**src/rtl/alu_muldiv_unit_pkg.sv**
```systemverilog
// Shared definitions for the ALU / multiply-divide unit: aluOp and funct
// encodings, the internal operation code and the control FSM states.
`timescale 1ns/1ps
package alu_muldiv_unit_pkg;

  localparam logic [1:0] ALUOP_ADD     = 2'b00;
  localparam logic [1:0] ALUOP_SUB     = 2'b01;
  localparam logic [1:0] ALUOP_RTYPE   = 2'b10;
  localparam logic [1:0] ALUOP_ILLEGAL = 2'b11;

  localparam logic [5:0] FUNCT_ADD   = 6'b100000;
  localparam logic [5:0] FUNCT_SUB   = 6'b100010;
  localparam logic [5:0] FUNCT_AND   = 6'b100100;
  localparam logic [5:0] FUNCT_OR    = 6'b100101;
  localparam logic [5:0] FUNCT_SLT   = 6'b101010;
  localparam logic [5:0] FUNCT_SLTU  = 6'b101011;
  localparam logic [5:0] FUNCT_MULTU = 6'b011001;
  localparam logic [5:0] FUNCT_DIVU  = 6'b011011;
  localparam logic [5:0] FUNCT_MFHI  = 6'b010000;
  localparam logic [5:0] FUNCT_MFLO  = 6'b010010;

  typedef enum logic [1:0] {
    ST_IDLE,
    ST_MUL,
    ST_DIV,
    ST_FIN
  } state_e;

  typedef enum logic [3:0] {
    OP_ADD,
    OP_SUB,
    OP_AND,
    OP_OR,
    OP_SLT,
    OP_SLTU,
    OP_MULTU,
    OP_DIVU,
    OP_MFHI,
    OP_MFLO,
    OP_ILLEGAL
  } op_e;

endpackage

```
**src/rtl/alu_muldiv_unit_decode.sv**
```systemverilog
// Combinational decode of aluOp/funct into an internal operation code;
// anything not recognised becomes OP_ILLEGAL with the illegal flag set.
`timescale 1ns/1ps
module alu_op_decode
  import alu_muldiv_unit_pkg::*;
(
  input  logic [1:0] alu_op,
  input  logic [5:0] funct,
  output op_e        op,
  output logic       illegal
);

  always_comb begin
    op = OP_ILLEGAL;
    case (alu_op)
      ALUOP_ADD:     op = OP_ADD;
      ALUOP_SUB:     op = OP_SUB;
      ALUOP_ILLEGAL: op = OP_ILLEGAL;
      ALUOP_RTYPE: begin
        case (funct)
          FUNCT_ADD:   op = OP_ADD;
          FUNCT_SUB:   op = OP_SUB;
          FUNCT_AND:   op = OP_AND;
          FUNCT_OR:    op = OP_OR;
          FUNCT_SLT:   op = OP_SLT;
          FUNCT_SLTU:  op = OP_SLTU;
          FUNCT_MULTU: op = OP_MULTU;
          FUNCT_DIVU:  op = OP_DIVU;
          FUNCT_MFHI:  op = OP_MFHI;
          FUNCT_MFLO:  op = OP_MFLO;
          default:     op = OP_ILLEGAL;
        endcase
      end
    endcase
    illegal = (op == OP_ILLEGAL);
  end

endmodule

```
**src/rtl/alu_muldiv_unit.sv**
```systemverilog
// ALU with iterative unsigned multiply (shift-add) and divide (restoring),
// one bit per cycle, results published to HI/LO only when the op completes.
`timescale 1ns/1ps
module alu_muldiv_unit
  import alu_muldiv_unit_pkg::*;
#(
  parameter int WIDTH = 32
) (
  input  logic             clk,
  input  logic             rst_n,
  input  logic             start,
  input  logic [1:0]       aluOp,
  input  logic [5:0]       funct,
  input  logic [WIDTH-1:0] a,
  input  logic [WIDTH-1:0] b,
  output logic [WIDTH-1:0] result,
  output logic             zero,
  output logic [WIDTH-1:0] hi,
  output logic [WIDTH-1:0] lo,
  output logic             busy,
  output logic             done,
  output logic             illegal
);

  localparam int CW = $clog2(WIDTH) + 1;

  state_e           state_q, state_d;
  logic [WIDTH-1:0] result_q, result_d;
  logic [WIDTH-1:0] hi_q, hi_d, lo_q, lo_d;
  logic [WIDTH-1:0] acc_hi_q, acc_hi_d, acc_lo_q, acc_lo_d, opnd_q, opnd_d;
  logic [CW-1:0]    cnt_q, cnt_d;
  logic             zero_q, zero_d, busy_q, busy_d, done_q, done_d, illegal_q, illegal_d;

  op_e  dec_op;
  logic dec_illegal;

  alu_op_decode u_decode (
    .alu_op  (aluOp),
    .funct   (funct),
    .op      (dec_op),
    .illegal (dec_illegal)
  );

  // Multiply step: acc_hi holds the partial product, acc_lo the remaining
  // multiplier bits; both shift right together as product bits retire.
  logic [WIDTH:0]   mul_sum;
  logic [WIDTH-1:0] mul_hi_nx, mul_lo_nx;
  // Divide step: acc_hi is the partial remainder, acc_lo shifts the dividend
  // out of its top and quotient bits into its bottom.
  logic [WIDTH:0]   div_shift;
  logic [WIDTH-1:0] div_diff, div_hi_nx, div_lo_nx;
  logic             div_ge, last_iter;
  logic [WIDTH-1:0] alu_res;

  always_comb begin
    mul_sum   = {1'b0, acc_hi_q} + (acc_lo_q[0] ? {1'b0, opnd_q} : {(WIDTH+1){1'b0}});
    mul_hi_nx = mul_sum[WIDTH:1];
    mul_lo_nx = {mul_sum[0], acc_lo_q[WIDTH-1:1]};
    div_shift = {acc_hi_q, acc_lo_q[WIDTH-1]};
    div_ge    = (div_shift >= {1'b0, opnd_q});
    div_diff  = div_shift[WIDTH-1:0] - opnd_q;
    div_hi_nx = div_ge ? div_diff : div_shift[WIDTH-1:0];
    div_lo_nx = {acc_lo_q[WIDTH-2:0], div_ge};
    last_iter = (cnt_q == CW'(WIDTH - 1));
  end

  always_comb begin
    alu_res = '0;
    case (dec_op)
      OP_ADD:  alu_res = a + b;
      OP_SUB:  alu_res = a - b;
      OP_AND:  alu_res = a & b;
      OP_OR:   alu_res = a | b;
      OP_SLT:  alu_res = {{(WIDTH-1){1'b0}}, ($signed(a) < $signed(b))};
      OP_SLTU: alu_res = {{(WIDTH-1){1'b0}}, (a < b)};
      OP_MFHI: alu_res = hi_q;
      OP_MFLO: alu_res = lo_q;
      default: alu_res = '0;
    endcase
  end

  always_comb begin
    state_d   = state_q;
    result_d  = result_q;
    hi_d      = hi_q;
    lo_d      = lo_q;
    acc_hi_d  = acc_hi_q;
    acc_lo_d  = acc_lo_q;
    opnd_d    = opnd_q;
    cnt_d     = cnt_q;
    busy_d    = busy_q;
    done_d    = 1'b0;
    illegal_d = 1'b0;

    case (state_q)
      ST_IDLE: begin
        if (start) begin
          case (dec_op)
            OP_MULTU: begin
              state_d  = ST_MUL;
              busy_d   = 1'b1;
              cnt_d    = '0;
              acc_hi_d = '0;
              acc_lo_d = b;
              opnd_d   = a;
            end
            OP_DIVU: begin
              if (b == '0) begin
                state_d  = ST_FIN;
                done_d   = 1'b1;
                hi_d     = a;
                lo_d     = '1;
                result_d = '1;
              end else begin
                state_d  = ST_DIV;
                busy_d   = 1'b1;
                cnt_d    = '0;
                acc_hi_d = '0;
                acc_lo_d = a;
                opnd_d   = b;
              end
            end
            default: begin
              state_d   = ST_FIN;
              done_d    = 1'b1;
              illegal_d = dec_illegal;
              result_d  = alu_res;
            end
          endcase
        end
      end
      ST_MUL, ST_DIV: begin
        acc_hi_d = (state_q == ST_MUL) ? mul_hi_nx : div_hi_nx;
        acc_lo_d = (state_q == ST_MUL) ? mul_lo_nx : div_lo_nx;
        cnt_d    = cnt_q + {{(CW-1){1'b0}}, 1'b1};
        if (last_iter) begin
          state_d  = ST_FIN;
          busy_d   = 1'b0;
          done_d   = 1'b1;
          hi_d     = acc_hi_d;
          lo_d     = acc_lo_d;
          result_d = acc_lo_d;
        end
      end
      ST_FIN: state_d = ST_IDLE;
      default: state_d = ST_IDLE;
    endcase

    zero_d = (result_d == '0);
  end

  always_ff @(posedge clk or negedge rst_n) begin
    if (!rst_n) begin
      state_q   <= ST_IDLE;
      result_q  <= '0;
      hi_q      <= '0;
      lo_q      <= '0;
      acc_hi_q  <= '0;
      acc_lo_q  <= '0;
      opnd_q    <= '0;
      cnt_q     <= '0;
      zero_q    <= 1'b1;
      busy_q    <= 1'b0;
      done_q    <= 1'b0;
      illegal_q <= 1'b0;
    end else begin
      state_q   <= state_d;
      result_q  <= result_d;
      hi_q      <= hi_d;
      lo_q      <= lo_d;
      acc_hi_q  <= acc_hi_d;
      acc_lo_q  <= acc_lo_d;
      opnd_q    <= opnd_d;
      cnt_q     <= cnt_d;
      zero_q    <= zero_d;
      busy_q    <= busy_d;
      done_q    <= done_d;
      illegal_q <= illegal_d;
    end
  end

  assign result  = result_q;
  assign zero    = zero_q;
  assign hi      = hi_q;
  assign lo      = lo_q;
  assign busy    = busy_q;
  assign done    = done_q;
  assign illegal = illegal_q;

endmodule

```
**config.mk**
```make
export PLATFORM = sky130hd
export DESIGN_NAME = alu_muldiv_unit
export DESIGN_NICKNAME = d
export VERILOG_FILES = /design/src/rtl/alu_muldiv_unit_pkg.sv /design/src/rtl/alu_muldiv_unit_decode.sv /design/src/rtl/alu_muldiv_unit.sv
export SDC_FILE = /design/constraint.sdc
export NUM_CORES = 1
export LEC_CHECK = 0
export ABC_AREA = 1
export CORE_MARGIN = 1
export CORE_UTILIZATION = 40
export CTS_BUF_LIST = sky130_fd_sc_hd__clkbuf_16
export DETAILED_ROUTE_END_ITERATION = 6
export GPL_TIMING_DRIVEN = 0
export PLACE_DENSITY = 0.55
export SLEW_MARGIN = 20
export SYNTH_ARGS = -nofsm -noshare
export SYNTH_HDL_FRONTEND = slang
export SYNTH_HIERARCHICAL = 1
export SYNTH_SLANG_ARGS = --single-unit
export TNS_END_PERCENT = 5
```
**constraint.sdc**
```tcl
create_clock -name clk -period 3.8 [get_ports clk]
set_clock_uncertainty 0.1 [all_clocks]
set_input_delay 0.38 -clock clk [delete_from_list [all_inputs] [get_ports clk]]
set_output_delay 0.38 -clock clk [all_outputs]
set_load 0.03 [all_outputs]
```
## Yosys cells after proc, flatten, opt, wreduce, memory -nomap -nowiden

Index checks and enable logic that the tools add are counted.

- Flip-flop bits (word level): 204
- Input port bits: 75
- Output and inout bits: 100
- Logic and storage cells: 124

- Add/subtract/negate cells: 5
- $lt $le $gt $ge: 3
- Equality and inequality tests: 34
- Multiplexer cells: 54
- Bitwise operators: 2
- Reduce and logical (&&, ||, !) cells: 14

Operator list:

| operator | number |
|---|---|
| $mux 32 | 20 |
| $pmux 32 s2 | 9 |
| $pmux 32 s8 | 1 |
| $logic_not 32->1 | 2 |
| $lt 32x32->1 | 2 |
| $sub 32x32->32 | 2 |
| $pmux 4 s10 | 1 |
| $eq 6x6->1 const B | 6 |
| $add 32x32->33 | 1 |
| $ge 33x32->1 | 1 |
| $add 32x32->32 | 1 |
| $and 32x32->32 | 1 |
| $or 32x32->32 | 1 |
| $eq 6x5->1 const B | 5 |
| $pmux 6 s2 | 2 |
| $eq 4x3->1 const B | 4 |
| $pmux 4 s4 | 1 |
| $eq 4x4->1 const B | 3 |
| $mux 6 | 2 |
| $mux 1 | 10 |
| $reduce_and 5->1 | 2 |
| $eq 2x2->1 const B | 4 |
| $eq 4x2->1 const B | 2 |
| $ne 2x2->1 const B | 4 |
| 16 further kinds | 25 |

## Logic depth before layout (Yosys ltp)

- Word-level depth: 9
- Mapped depth: 27
- Mapped depth without buffers: 26

## Modules after synthesis

The synthesis kept the hierarchy.

By module, submodules not included:

| module | times used | cells an instance | area an instance (sq um) | seq. area each (sq um) |
|---|---|---|---|---|
| alu_muldiv_unit | 1 | 3,492 | 21,923.5 | 5,106.1 |
| alu_op_decode | 1 | 48 | 198.9 | 0.0 |

## Least setup slack after synthesis

OpenSTA, ideal clock, no wires.

- Kind: flip-flop to flip-flop
- Start point: reg acc_lo_q[0]
- End point: reg hi_q[17] (netlist: hi[17])
- Library setup time: 129 ps
- Arrival time: 2,630 ps
- Required time: 3,571 ps
- Setup slack: 941 ps
- Stages on the path, launching flop included: 19
- Buffers on the path: 2
- Period minus slack after synthesis: 2,859 ps
- Path through: dfrtp_1 clkbuf_1 clkbuf_1 nand2_1 inv_1 ha_1 inv_1 fa_1 inv_1 nand3_1 nand2_1 a21boi_1 o21bai_1 a21oi_1 o21bai_1 xnor2_1 nand2_1 nand4_1 a22oi_1

- Cells in the longest elaborated chain, start to end: 5

Ends and longest elaborated chain:

| what | line | source |
|---|---|---|
| from (decl) | alu_muldiv_unit.sv:30 | `logic [WIDTH-1:0] acc_hi_q, acc_hi_d, acc_lo_q, acc_lo_d, opnd_q, opnd_d;` |
| from (signal assigned) | alu_muldiv_unit.sv:172 | `acc_lo_q <= acc_lo_d;` |
| $mux 32 | alu_muldiv_unit.sv:56 | `mul_sum = {1'b0, acc_hi_q} + (acc_lo_q[0] ? {1'b0, opnd_q} : {(WIDTH+1){1'b0}});` |
| $add 32x32->33 | alu_muldiv_unit.sv:56 |  |
| $mux 32 | alu_muldiv_unit.sv:133 | `acc_hi_d = (state_q == ST_MUL) ? mul_hi_nx : div_hi_nx;` |
| $mux 32 | alu_muldiv_unit.sv:136 | `if (last_iter) begin` |
| $pmux 32 s2 | alu_muldiv_unit.sv:95 | `case (state_q)` |
| to (signal assigned) | alu_muldiv_unit.sv:169 | `hi_q <= hi_d;` |
| to (decl) | alu_muldiv_unit.sv:29 | `logic [WIDTH-1:0] hi_q, hi_d, lo_q, lo_d;` |

Every way passes these cells. The select of a mux whose other input is x is not followed.
A chain may end at the register's enable or synchronous reset.

## Worst setup path after layout

- Start point: reg acc_hi_q[27]
- End point: reg acc_hi_q[27]

- Cells in the longest elaborated chain, start to end: 4
- Elaborated cells between the ends (all ways): 5
- Those cells by class: add/sub (1); order compare (1); mux (3)

Ends and longest elaborated chain:

| what | line | source |
|---|---|---|
| from (decl) | alu_muldiv_unit.sv:30 |  |
| from (signal assigned) | alu_muldiv_unit.sv:171 | `acc_hi_q <= acc_hi_d;` |
| $ge 33x32->1 | alu_muldiv_unit.sv:60 | `div_ge = (div_shift >= {1'b0, opnd_q});` |
| $mux 32 | alu_muldiv_unit.sv:62 | `div_hi_nx = div_ge ? div_diff : div_shift[WIDTH-1:0];` |
| $mux 32 * | alu_muldiv_unit.sv:133 |  |
| $pmux 32 s2 * | alu_muldiv_unit.sv:95 |  |

Mark *: on every way between the ends. The rest lies on a longest branch, timed or not.

==> flow_summary_export.csv <==
group,metric,value,unit
synth,synth_area_per_cell,6.249,um^2
sta,fin_crit_sh,100.4,%
sta,finalHoldViolations,0,
final_layout,finalCoreUtilization,47.44,%
final_layout,layout-drive-gt1-share,7.037,%
pwr,vdd_drop_max,0.0006562,V
synth,yosysUniqueCellTypes,65,
placed_design,place_congestion,1.055,
route,viasPerCell,5.831,
synth,ys_seq_elements,204,
global_route,use_met3,11.59,%
global_route,grt_usage,38.73,%
worst_setup_path,crit_type,"flop to flop",
global_route,antenna_found_initial,5,
global_route,grt_pass1_vias,23210,
pwr,p_leak,13.24,nW
run_status,outcome,"finished with violations",
floorplan,die_w,237.2,um
floorplan,fp.dieH,237.2,um
cts,cts_tree,"done",
final_layout,n_fill_cell,5810,
final_layout,area_delta_synth_final,16.31,%
placed_design,hpwl,94040,um
pwr,total_power,20.51,mW
worst_setup_path,crit_path_max_incr_delay,0.46,ns
synth,ys.warnings.count,6,
cts,clkTransAtPathRegs,0.06,ns
run,drv_cap,0,
route,drt_iter0_drc,3618,
sta,worstMarginPinSlew,1.292,ns
worst_setup_path,endpoint_kind,"flop",
worst_setup_path,path_common_cell,"nand2_1",
floorplan,initial_core_util,40.79,%
sta,rsz0062_at_grt,"true",
final_layout,finalNonFillerCells,4463,
placed_design,io_buffers,174,
global_route,grt_use_met1,56.26,%
global_route,grt-ovfl-total,0,
route,dr.pass1.iters,6,
worst_setup_path,crit_chain,"ha_1 > nand2_1 > inv_1 > nand4_1 > nor4_1 > a21oi_1 > nand2_1 > nand2_2 > inv_4 > buf_6 > nand2_1 > o211ai_1 > o21ai_1",
worst_setup_path,path_delay_family,"simple AND/OR/NAND/NOR gates",
cts,tritoncts_num_sinks,204,
final_layout,layout_commonest_cell,"nand2_1",
route,via_count,26020,
global_route,busiest_layer,"met1",
sta,relSlewSlack,12.96,%
synth,ys_seq_area_share,23.08,%
sta,max_freq,262.2,MHz
synth,netlist_area,22120,um^2
route,antenna_left,0,
route,drc,0,
hold_path,hold_path.class,"input port to asynchronous set/reset pin",
global_route,grt_pass1_wl,158400,um
final_layout,finalNetCount,3999,
worst_setup_path,crit_slowest_cell,"nor4_1",
placed_design,dp.cells,4412,
floorplan,fp-row-count,85,
floorplan,core_area,54240,um^2
cts,clock-root-buffer,"clkbuf_16",
floorplan,pin_count,175,
floorplan,dieArea,56250,um^2
sta,final_max_slew_viol_count,0,
route,wl_per_cell,25.14,um
synth,netlist_instances,3540,
cts,clk_latency,0.57,ns
run_status,violations,"negative setup slack",
sta,min_period,3.814,ns
worst_setup_path,worstPathArrival,4.14,ns
synth,syn-num-nets,3793,
worst_setup_path,crit_buf_inv,3,
worst_setup_path,cp_max_fo,10,
sta,setup_viol,1,
worst_setup_path,setup.worst_path.start_class,"flop",
worst_setup_path,required,4.13,ns
sta,fin_setup_tns,-0.01419,ns
sta,whs,0.1413,ns
cts,clockBufferDepth,3,
cts,htreeDepth,1,
sta,setup_slack,-0.01419,ns
cts,numCtsBuffers,26,
global_route,grt_max_degree,93,
pwr,p_per_area,797.1,nW/um^2
global_route,grtUsageMet2,54.88,%
route,drt-total-wl,112200,um
final_layout,final_cell_mix,"nand2_1, inv_1, o21ai_0",
==> layer usage <==
layer / share of wire [%] / routed length (um)
met1: 45 / 50290
met2: 39 / 44280
met3: 12 / 13940
met4: 3.3 / 3651
met5: 0.032 / 36
==> Yosys cell counts, drive strengths merged <==
| library cell | count | area, um^2 |
|---|---|---|
| o22ai | 23 | 143.9 |
| xor2 | 16 | 140.1 |
| and3 | 4 | 25.02 |
| dlygate4sd3 | 1 | 10.01 |
| a21oi | 198 | 1032 |
| nor4 | 3 | 18.77 |
| o221ai | 7 | 61.31 |
| inv | 639 | 2401 |
| o211ai | 69 | 518.0 |
| a221o | 1 | 10.01 |
| o21ai | 323 | 1624 |
| ha | 174 | 2177 |
| nor3b | 1 | 7.510 |
| and2 | 5 | 31.28 |
| o21bai | 13 | 97.59 |
| nand3 | 210 | 1081 |
| nand2 | 952 | 3630 |
| o311a | 1 | 10.01 |
| nand4 | 76 | 475.5 |
| a22oi | 25 | 192.7 |
| a21boi | 6 | 48.80 |
| o31ai | 1 | 7.510 |
| dfrtp | 203 | 5080 |
| clkinv | 1 | 3.750 |
| a21o | 10 | 75.07 |
| a221oi | 16 | 146.4 |
| o311ai | 1 | 8.760 |
| nand3b | 4 | 33.78 |
| a211oi | 30 | 240.2 |
| fa | 4 | 80.08 |
| buf | 84 | 526.8 |
| dlygate4sd1 | 2 | 17.52 |
| nor3 | 34 | 175.2 |
| xnor2 | 22 | 192.7 |
| clkbuf | 57 | 227.7 |
| nor2 | 252 | 1046 |
| o2111ai | 19 | 166.4 |
| or2 | 41 | 256.5 |
| dfstp | 1 | 26.28 |
| o21a | 6 | 45.04 |
| a31oi | 5 | 31.28 |
==> state kept, by name, indices dropped and copies added, names as in the netlist <==
| register | cells |
|---|---|
| busy | 1 |
| hi | 32 |
| state_q | 2 |
| cnt_q | 6 |
| done | 1 |
| lo | 32 |
| acc_lo_q | 32 |
| zero | 1 |
| result | 32 |
| opnd_q | 32 |
| illegal | 1 |
| acc_hi_q | 32 |
==> power breakdown <==
| group | internal [mW] | switching [mW] | total (mW) |
|---|---|---|---|
| clock | 1.25 | 1.10 | 2.35 |
| sequential | 3.12 | 0.919 | 4.04 |
| combinational | 4.16 | 9.97 | 14.1 |
| total | 8.53 | 12.0 | 20.5 |
==> through the flow <==
| step | cell area, um^2 | setup slack, ns |
|---|---|---|
| 3_5_place_dp | 24800 | -0.7884 |
| 6_report | 25730 | -0.01419 |
| 4_1_cts | 25610 | -0.07454 |
| 2_1_floorplan | 22120 | 0.9407 |
| 5_1_grt | 25730 | -0.09846 |
| 3_3_place_gp | 24740 | -6.917 |
==> cells by family (layout without fill, tap and decap cells) <==
group | count (synthesis) | in the layout | share of synthesized area, %
AND/OR/NAND/NOR | 1582 | 1582 | 30.65
buffers and inverters | 784 | 1010 | 14.41
flip-flops | 204 | 204 | 23.08
adder cells (fa/ha/maj) | 178 | 178 | 10.20
AO/OA/AOI/OAI | 754 | 754 | 20.16
other | 0 | 1 | 0
XOR/XNOR | 38 | 38 | 1.504
==> layout make-up <==
type | count | area (um^2) | area share [%]
antenna | 1 | 2.502 | 0.009726
inverter | 640 | 2410 | 9.366
sequential | 204 | 5109 | 19.86
clock inverter | 22 | 122.6 | 0.4766
buffer | 143 | 800.8 | 3.112
timing repair buffer | 179 | 1832 | 7.119
clock buffer | 26 | 650.6 | 2.529
tap | 696 | 870.8 | 3.385
multi-input combinational | 2552 | 13930 | 54.15
==> final timing paths <==
kind | startpoint | end | slack (ns) | depth (start not counted)
worst max-delay path | acc_hi_q[27] | acc_hi_q[27] | -0.01 | 13
worst min-delay path | rst_n | result[28] | 0.14 | 2
worst max register to register | acc_hi_q[27] | acc_hi_q[27] | -0.01 | 13
worst min register to register | busy | busy | 0.40 | 2
max in group asynchronous | rst_n | hi[0] | 2.15 | 4
min in group clk | busy | busy | 0.40 | 2
==> repair_timing <==
action / 4_1_cts / 5_1_grt
hold buffers: 1 / 0
gates resized for setup: 12 / 39
hold endpoints to repair: 114 / 0
setup buffers: 0 / 2
pin swaps: 1 / 5
endpoints found under the setup margin: 36 / 103
Power figures use the tool's default switching activity.
